--- src/rtl/pixel_capture_sequencer_if.sv ---
// pixel_capture_sequencer_if: control, serial-line and capture-result signals for one chain node
`timescale 1ns/1ps
interface pixel_capture_sequencer_if #(parameter int CHAN_BITS = 24);
  logic                 i_enable;
  logic                 i_signal_synced;
  logic                 o_passthru_en;
  logic [CHAN_BITS-1:0] o_pixel_data;
  logic                 o_pixel_valid;
  logic                 o_frame_done;
  logic                 o_frame_err;
  modport master (
    output i_enable, i_signal_synced,
    input  o_passthru_en, o_pixel_data, o_pixel_valid, o_frame_done, o_frame_err
  );
  modport slave (
    input  i_enable, i_signal_synced,
    output o_passthru_en, o_pixel_data, o_pixel_valid, o_frame_done, o_frame_err
  );
endinterface

--- src/rtl/pixel_capture_sequencer.sv ---
// pixel_capture_sequencer: captures the first CHAN_BITS WS2812 bits of each frame, then enables passthrough of the rest
`timescale 1ns/1ps
module pixel_capture_sequencer #(
  parameter int CHAN_BITS         = 24,
  parameter int BIT_THRESH_CYCLES = 30,
  parameter int LATCH_CYCLES      = 2500
) (
  input  logic                     i_clk,
  input  logic                     i_reset_n,
  pixel_capture_sequencer_if.slave bus
);
  localparam int LW = $clog2(LATCH_CYCLES + 1);
  localparam int BW = $clog2(CHAN_BITS + 1);
  typedef enum logic [1:0] {WAIT_LATCH, CAPTURE, FORWARD} state_t;
  state_t               state, state_nxt;
  logic                 r_sig_d;
  logic [7:0]           hcnt;
  logic [LW-1:0]        lcnt;
  logic [BW-1:0]        bitcnt, bitcnt_nxt;
  logic [CHAN_BITS-1:0] shreg, shreg_nxt, pix, pix_nxt;
  logic                 valid, done, err, pass;
  logic                 valid_nxt, done_nxt, err_nxt;
  logic                 sig, rise, fall, bit_val, latch_evt;
  assign sig       = bus.i_signal_synced;
  assign rise      = sig & ~r_sig_d;
  assign fall      = ~sig & r_sig_d;
  assign bit_val   = hcnt >= 8'(BIT_THRESH_CYCLES);
  assign latch_evt = ~sig & (lcnt == LW'(LATCH_CYCLES - 1));
  always_comb begin
    state_nxt  = state;
    bitcnt_nxt = bitcnt;
    shreg_nxt  = shreg;
    pix_nxt    = pix;
    valid_nxt  = 1'b0;
    done_nxt   = 1'b0;
    err_nxt    = 1'b0;
    if (!bus.i_enable) begin
      state_nxt  = WAIT_LATCH;
      bitcnt_nxt = '0;
    end else begin
      case (state)
        WAIT_LATCH: state_nxt = latch_evt ? CAPTURE : WAIT_LATCH;
        CAPTURE: begin
          if (fall) begin
            shreg_nxt  = {shreg[CHAN_BITS-2:0], bit_val};
            bitcnt_nxt = bitcnt + BW'(1);
            if (bitcnt == BW'(CHAN_BITS - 1)) begin
              pix_nxt    = shreg_nxt;
              valid_nxt  = 1'b1;
              bitcnt_nxt = '0;
              state_nxt  = FORWARD;
            end
          end else if (latch_evt) begin
            err_nxt    = bitcnt != '0;
            bitcnt_nxt = '0;
          end
        end
        FORWARD: begin
          done_nxt  = latch_evt;
          state_nxt = latch_evt ? CAPTURE : FORWARD;
        end
        default: state_nxt = WAIT_LATCH;
      endcase
    end
  end
  always_ff @(posedge i_clk or negedge i_reset_n) begin
    if (!i_reset_n) begin
      state   <= WAIT_LATCH;
      r_sig_d <= 1'b0;
      hcnt    <= '0;
      lcnt    <= '0;
      bitcnt  <= '0;
      shreg   <= '0;
      pix     <= '0;
      valid   <= 1'b0;
      done    <= 1'b0;
      err     <= 1'b0;
      pass    <= 1'b0;
    end else begin
      state   <= state_nxt;
      r_sig_d <= sig;
      hcnt    <= rise ? 8'd1 : (sig && hcnt != 8'hff) ? hcnt + 8'd1 : hcnt;
      lcnt    <= sig ? '0 : (lcnt != LW'(LATCH_CYCLES)) ? lcnt + LW'(1) : lcnt;
      bitcnt  <= bitcnt_nxt;
      shreg   <= shreg_nxt;
      pix     <= pix_nxt;
      valid   <= valid_nxt;
      done    <= done_nxt;
      err     <= err_nxt;
      pass    <= state_nxt == FORWARD;
    end
  end
  assign bus.o_passthru_en = pass;
  assign bus.o_pixel_data  = pix;
  assign bus.o_pixel_valid = valid;
  assign bus.o_frame_done  = done;
  assign bus.o_frame_err   = err;
endmodule
--- src/flat_wrapper.sv ---
// flat-port wrapper written by rule: the top's interface ports become plain ports
module pixel_capture_sequencer_flat 
#(
  parameter int CHAN_BITS         = 24,
  parameter int BIT_THRESH_CYCLES = 30,
  parameter int LATCH_CYCLES      = 2500
)
  (i_clk, i_reset_n, bus_i_enable, bus_i_signal_synced, bus_o_passthru_en, bus_o_pixel_data, bus_o_pixel_valid, bus_o_frame_done, bus_o_frame_err);
  pixel_capture_sequencer_if #(.CHAN_BITS(CHAN_BITS)) bus_i ();
  input  logic i_clk;
  input  logic i_reset_n;
  input wire logic [$bits(bus_i.i_enable)-1:0] bus_i_enable;
  input wire logic [$bits(bus_i.i_signal_synced)-1:0] bus_i_signal_synced;
  output wire logic [$bits(bus_i.o_passthru_en)-1:0] bus_o_passthru_en;
  output wire logic [$bits(bus_i.o_pixel_data)-1:0] bus_o_pixel_data;
  output wire logic [$bits(bus_i.o_pixel_valid)-1:0] bus_o_pixel_valid;
  output wire logic [$bits(bus_i.o_frame_done)-1:0] bus_o_frame_done;
  output wire logic [$bits(bus_i.o_frame_err)-1:0] bus_o_frame_err;
  assign bus_i.i_enable = bus_i_enable;
  assign bus_i.i_signal_synced = bus_i_signal_synced;
  assign bus_o_passthru_en = bus_i.o_passthru_en;
  assign bus_o_pixel_data = bus_i.o_pixel_data;
  assign bus_o_pixel_valid = bus_i.o_pixel_valid;
  assign bus_o_frame_done = bus_i.o_frame_done;
  assign bus_o_frame_err = bus_i.o_frame_err;
  pixel_capture_sequencer #(.CHAN_BITS(CHAN_BITS), .BIT_THRESH_CYCLES(BIT_THRESH_CYCLES), .LATCH_CYCLES(LATCH_CYCLES)) u_core (.i_clk(i_clk), .i_reset_n(i_reset_n), .bus(bus_i));
endmodule
--- config.mk ---
export PLATFORM = sky130hd
export DESIGN_NAME = pixel_capture_sequencer_flat
export DESIGN_NICKNAME = d
export VERILOG_FILES = /design/src/rtl/pixel_capture_sequencer_if.sv /design/src/rtl/pixel_capture_sequencer.sv /design/src/flat_wrapper.sv
export SDC_FILE = /design/constraint.sdc
export NUM_CORES = 1
export LEC_CHECK = 0
export ABC_AREA = 1
export BUFFER_PORTS_ARGS = -buffer_cell sky130_fd_sc_hd__buf_2
export CORE_UTILIZATION = 53
export DETAILED_ROUTE_END_ITERATION = 10
export GPL_ROUTABILITY_DRIVEN = 0
export PLACE_DENSITY_LB_ADDON = 0.08
export SYNTH_ARGS = -nofsm -noshare
export SYNTH_HDL_FRONTEND = slang
export SYNTH_SLANG_ARGS = --single-unit
--- constraint.sdc ---
create_clock -name i_clk -period 1.35 [get_ports i_clk]
set_input_delay 0.405 -clock i_clk [delete_from_list [all_inputs] [get_ports i_clk]]
set_output_delay 0.405 -clock i_clk [all_outputs]
set_load 0.005 [all_outputs]
# ---- Yosys cells after proc, flatten, opt, wreduce, memory -nomap -nowiden
# Cells that the tools add are included.
dict set report op_classes {
  reduce_logical 8
  order_cmp 1
  bitwise_logic 5
  n_eq_ne 9
  muxes 25
  add_sub_neg 3
}
# cell count
set op_table {}
lappend op_table {{$mux W5} 5}
lappend op_table {{$mux W12} 2}
lappend op_table {{$mux W8} 2}
lappend op_table {{$add A12 B1 Y12 const B} 1}
lappend op_table {{$eq A12 B12 Y1 const B} 1}
lappend op_table {{$ne A12 B12 Y1 const B} 1}
lappend op_table {{$mux W1} 11}
lappend op_table {{$add A8 B1 Y8 const B} 1}
lappend op_table {{$ge A8 B5 Y1 const B} 1}
lappend op_table {{$mux W2} 4}
lappend op_table {{$ne A8 B8 Y1 const B} 1}
lappend op_table {{$pmux W2 S3} 1}
lappend op_table {{$add A5 B1 Y5 const B} 1}
lappend op_table {{$eq A5 B5 Y1 const B} 1}
lappend op_table {{$reduce_bool A5 Y1} 1}
lappend op_table {{$eq A2 B2 Y1 const B} 2}
lappend op_table {{$reduce_and A4 Y1} 1}
lappend op_table {{$reduce_bool A2 Y1} 2}
lappend op_table {{$and A1 B1 Y1} 3}
lappend op_table {{$ne A3 B1 Y1 const B} 1}
lappend op_table {{$reduce_and A3 Y1} 1}
lappend op_table {{$eq A2 B1 Y1 const B} 1}
lappend op_table {{$logic_not A2 Y1} 1}
lappend op_table {{$ne A2 B1 Y1 const B} 1}
lappend op_table {{3 further kinds} 4}
dict set report word_totals {
  register_bits 79
}

# ---- Longest topological paths before layout
dict set report logic_depth {
  ltp_word 6
  ltp_mapped 10
}

# ---- Worst setup path after synthesis
# Ideal clock, no wire load.
dict set report synth_timing {
  kind {register to register}
  start {reg u_core.lcnt[0]}
  end {reg u_core.lcnt[10]}
  slack_ns -0.095
  stages_incl_launch_ff 7
  arrival_ns 1.325
  required_time_ns 1.230
  cell_sequence {dfrtp_1 -> ha_1 -> nand3_1 -> nor3_1 -> nand2_1 -> o21ai_0 -> nor2_1}
}
dict set report synth_between {
  elab_chain_cells 3
  elab_cells_between_ends 5
  classes_between {add/sub (1); eq/ne (1); mux (2); reduce/logical (1)}
}
# item line_no
set synth_lines {}
lappend synth_lines {{from (decl)} pixel_capture_sequencer.sv:18} ;# logic [LW-1:0] lcnt;
lappend synth_lines {{from (signal assigned)} pixel_capture_sequencer.sv:83} ;# lcnt <= sig ? '0 : (lcnt != LW'(LATCH_CYCLES)) ? lcnt + LW'(1) : lcnt;
lappend synth_lines {{$add A12 B1 Y12} pixel_capture_sequencer.sv:83}
lappend synth_lines {{$mux W12 (2 in series)} pixel_capture_sequencer.sv:83}
# Several ways; a longest one is shown, not always the timed one. The select of a mux whose other input is x is not followed.
# A chain may end at the register's enable or synchronous reset.

# ---- Worst setup path in the final report
dict set report layout_timing {
  start {reg u_core.lcnt[0]}
  end {reg u_core.lcnt[1]}
}
# Same word-level chain as after synthesis.

==> impl_metrics.json <==
{
  "status": "complete, but fails checks",
  "violations_in_the_final_reports": "setup timing",
  "finalInstanceArea_mm2": 0.00460,
  "initial_utilization_pct": 55.1,
  "critPathMaxFanout": 6,
  "std_cell_rows": 29,
  "post-place-cells": 528,
  "final_critical_path_setup_slack_ps": -32.6,
  "cts_hold_repair.buffers": 0,
  "setup.worst_path.end_class": "flop",
  "areaGrowthSynthToFinish_pct": 30.6,
  "hold_violations": 0,
  "critPathRequiredTime_ps": 1590,
  "clock_latency_ps": 340,
  "syn_inst": 403,
  "drt_pass1_iterations": 4,
  "grt_first_pass_wirelength_mm": 12.0,
  "timing.critical_path.from_type": "flop",
  "rsz_0062_raised_after_global_routing": "yes",
  "fin_cells": 559,
  "die_w_um": 83.5,
  "setup_viol_count_final": 23,
  "routedWlPerCell_um": 13.0,
  "grt_use_total_pct": 21.4,
  "yosysSeqAreaShare_pct": 56.1,
  "tritoncts_clock_tree": "yes",
  "grt_remaining_overflow": 0,
  "finalWorstPathRequiredPeriod_ps": 1380,
  "count_of_flip_flops_with_a_built_in_enable_after_synthesis": 0,
  "cts-root-to-sink-buffers": 2,
  "final_core_util_pct": 72.0,
  "worst_pin_slew_ps": 416,
  "total_nets_after_synthesis": 413,
  "pre_cts_slack_ps": -152,
  "worst_ir_drop_vdd_mv": 0.787,
  "holdWs_ps": 12.4,
  "leak_nw": 2.24,
  "synth.ff_latch_count": 79,
  "final_net_count": 487,
  "hpwlAfterDp_mm": 4.39,
  "routed_vias": 2858,
  "warning_count_from_the_yosys_run": 0,
  "die_height_um": 83.5,
  "worst-r2r-cell-count": 6,
  "numCtsBuffers": 9,
  "maxCapViolCount": 0,
  "slew_headroom_pct": 72.3,
  "dpl-instance-area_mm2": 0.00398,
  "clock_skew_ps": 6.40,
  "asyncSetResetFlopFracSynth_pct": 100,
  "pwr_density_cell_mw_per_mm2": 1110,
  "detail_route.vias_per_cell": 5.11,
  "postRouteAntennaNets": 0,
  "first_global_vias": 2710,
  "fp.coreArea_mm2": 0.00639,
  "dr.first_iter.drc_count": 163,
  "ys_dominant_reg_cell": "sky130_fd_sc_hd__dfrtp_1",
  "path_class": "reg2reg",
  "totalWireLength_mm": 7.27,
  "cts-root-buf": "sky130_fd_sc_hd__clkbuf_8",
  "syn_area_per_cell_um2": 8.74,
  "dieArea_mm2": 0.00697,
  "tritoncts_num_sinks": 79,
  "synth_cell_types": 30,
  "antenna_cells_inserted": 0,
  "worstHoldPathType": "in2async",
  "port-buffer-count": 31,
  "post_synth_instance_area_mm2": 0.00352,
  "pin_count_of_the_biggest_net_entering_global_routing": 48,
  "drc": 0,
  "fillCellCount": 489,
  "clk_pin_slew_worst_setup_hold_paths_ps": 80,
  "period_share_pct": 102,
  "num_io_pins": 32,
  "antenna_found_initial": 0,
  "fmax_ghz": 0.723,
  "htree_num_levels": 3,
  "drv_slew": 0,
  "worst-endpoint-arrival_ps": 1620,
  "final_layout_size_suffix_gt1_share_pct": 31.3
}
## per-stage QoR
stage	TNS (ps)	power, mW
6_report	-357	5.10
5_1_grt	-4520	5.29
4_1_cts	-73.3	5.02
3_5_place_dp	-4250	2.75
3_3_place_gp	-2950	2.75
2_1_floorplan	-408	2.60
## placed cells by master (no fill, tap or decap), types with 2 or more instances in the layout
cell type,count
sky130_fd_sc_hd__a21oi_1,9
sky130_fd_sc_hd__bufinv_16,4
sky130_fd_sc_hd__inv_1,46
sky130_fd_sc_hd__nand3_4,3
sky130_fd_sc_hd__nand2_1,90
sky130_fd_sc_hd__clkbuf_16,2
sky130_fd_sc_hd__nand4_1,6
sky130_fd_sc_hd__dfrtp_1,78
sky130_fd_sc_hd__nand3_2,6
sky130_fd_sc_hd__nand2_2,11
sky130_fd_sc_hd__ha_4,2
sky130_fd_sc_hd__buf_4,37
sky130_fd_sc_hd__nand3_1,16
sky130_fd_sc_hd__nor3_2,2
sky130_fd_sc_hd__clkbuf_8,9
sky130_fd_sc_hd__ha_1,2
sky130_fd_sc_hd__o21ai_0,31
sky130_fd_sc_hd__nor2_2,3
sky130_fd_sc_hd__xor2_1,2
sky130_fd_sc_hd__buf_12,3
sky130_fd_sc_hd__nor2_4,4
sky130_fd_sc_hd__nand3b_1,2
sky130_fd_sc_hd__inv_4,2
sky130_fd_sc_hd__a21oi_2,2
sky130_fd_sc_hd__ha_2,2
sky130_fd_sc_hd__clkbuf_1,2
sky130_fd_sc_hd__nor3_1,3
sky130_fd_sc_hd__o21ai_1,19
sky130_fd_sc_hd__nand2_4,3
sky130_fd_sc_hd__nor2_1,21
sky130_fd_sc_hd__o21ai_2,12
sky130_fd_sc_hd__inv_2,5
sky130_fd_sc_hd__buf_6,5
sky130_fd_sc_hd__buf_2,30
## synthesized netlist by cell type, types with 3 or more instances
cell | count | area (um^2)
sky130_fd_sc_hd__o21ai_0 | 40 | 200
sky130_fd_sc_hd__dfrtp_1 | 79 | 1980
sky130_fd_sc_hd__nand4_1 | 6 | 37.5
sky130_fd_sc_hd__nor3_1 | 4 | 20.0
sky130_fd_sc_hd__nand2_1 | 102 | 383
sky130_fd_sc_hd__nand3_1 | 23 | 115
sky130_fd_sc_hd__clkbuf_1 | 4 | 15.0
sky130_fd_sc_hd__inv_1 | 49 | 184
sky130_fd_sc_hd__a21oi_1 | 11 | 55.1
sky130_fd_sc_hd__inv_2 | 4 | 15.0
sky130_fd_sc_hd__o21ai_2 | 6 | 52.6
sky130_fd_sc_hd__o21ai_1 | 16 | 80.1
sky130_fd_sc_hd__ha_1 | 6 | 75.1
sky130_fd_sc_hd__nor2_1 | 26 | 97.6
sky130_fd_sc_hd__buf_2 | 6 | 30.0
sky130_fd_sc_hd__buf_6 | 3 | 33.8
## critical path: stages, from the launching register on
cell and delay (ps):
sky130_fd_sc_hd__dfrtp_1 400, sky130_fd_sc_hd__buf_6 140, sky130_fd_sc_hd__inv_4 50, sky130_fd_sc_hd__ha_4 110, sky130_fd_sc_hd__nand3_2 60, sky130_fd_sc_hd__nand3b_1 260
sky130_fd_sc_hd__o31ai_1 270
## worst paths after layout
kind	startpoint	endpoint	slack (ps)
max	u_core.lcnt[0]$_DFFE_PN0P_	u_core.lcnt[1]$_DFFE_PN0P_	-30
min	i_reset_n	u_core.bus.o_pixel_data[9]$_DFFE_PN0P_	10
max reg2reg	u_core.lcnt[0]$_DFFE_PN0P_	u_core.lcnt[1]$_DFFE_PN0P_	-30
min reg2reg	u_core.bus.o_pixel_data[23]$_DFFE_PN0P_	u_core.bus.o_pixel_data[23]$_DFFE_PN0P_	470
max in group asynchronous	i_reset_n	u_core.lcnt[2]$_DFFE_PN0P_	920
min in group i_clk	bus_i_signal_synced	u_core.r_sig_d$_DFF_PN0_	350
## per-layer routing
layer  global-route usage [%]  share of wire [%]
met2                     36.1                 50
met3                     3.96                3.5
met1                     27.5                 46
met5                        0                  0
met4                     8.78               0.77
## sequential cells by signal, indices dropped and copies added, names as in the netlist, 2 cells and up
name / count
u_core.bus.o_pixel_data: 24
u_core.shreg: 23
u_core.lcnt: 12
u_core.hcnt: 8
u_core.bitcnt: 5
u_core.state: 2
## what timing repair did
action / in CTS / in global routing
endpoints found under the setup margin: 28 / 51
gates cloned: 1 / 2
gates resized for setup: 16 / 48
pin swaps: 1 / 15
endpoints found under the hold margin: 0 / 0
buffers inserted: 4 / 8
## layout make-up
cell class | count | area (um^2) | area share (%)
flip-flops and latches | 79 | 1980 | 43.0
well taps | 77 | 96.3 | 2.09
clock buffers | 11 | 131 | 2.86
inverters | 53 | 204 | 4.43
repair buffers | 78 | 622 | 13.5
multi-input cells | 256 | 1440 | 31.3
clock inverters | 5 | 129 | 2.80
## power breakdown
part / internal, mW / total, mW / switching (mW)
combinational: 0.174 / 0.379 / 0.205
sequential: 2.40 / 2.45 / 0.0514
clock: 1.42 / 2.27 / 0.845
total: 4.00 / 5.10 / 1.10
## logic make-up after synthesis
| family | count (synthesis) | share of synthesized area (%) |
|---|---|---|
| buffers and inverters | 68 | 8.24 |
| XOR/XNOR | 2 | 0.498 |
| flip-flops | 79 | 56.1 |
| AND/OR/NAND/NOR | 171 | 21.1 |
| AO/OA/AOI/OAI | 77 | 11.8 |
| adder cells (fa/ha/maj) | 6 | 2.13 |
No activity file was read; power rests on OpenSTA's default activity.
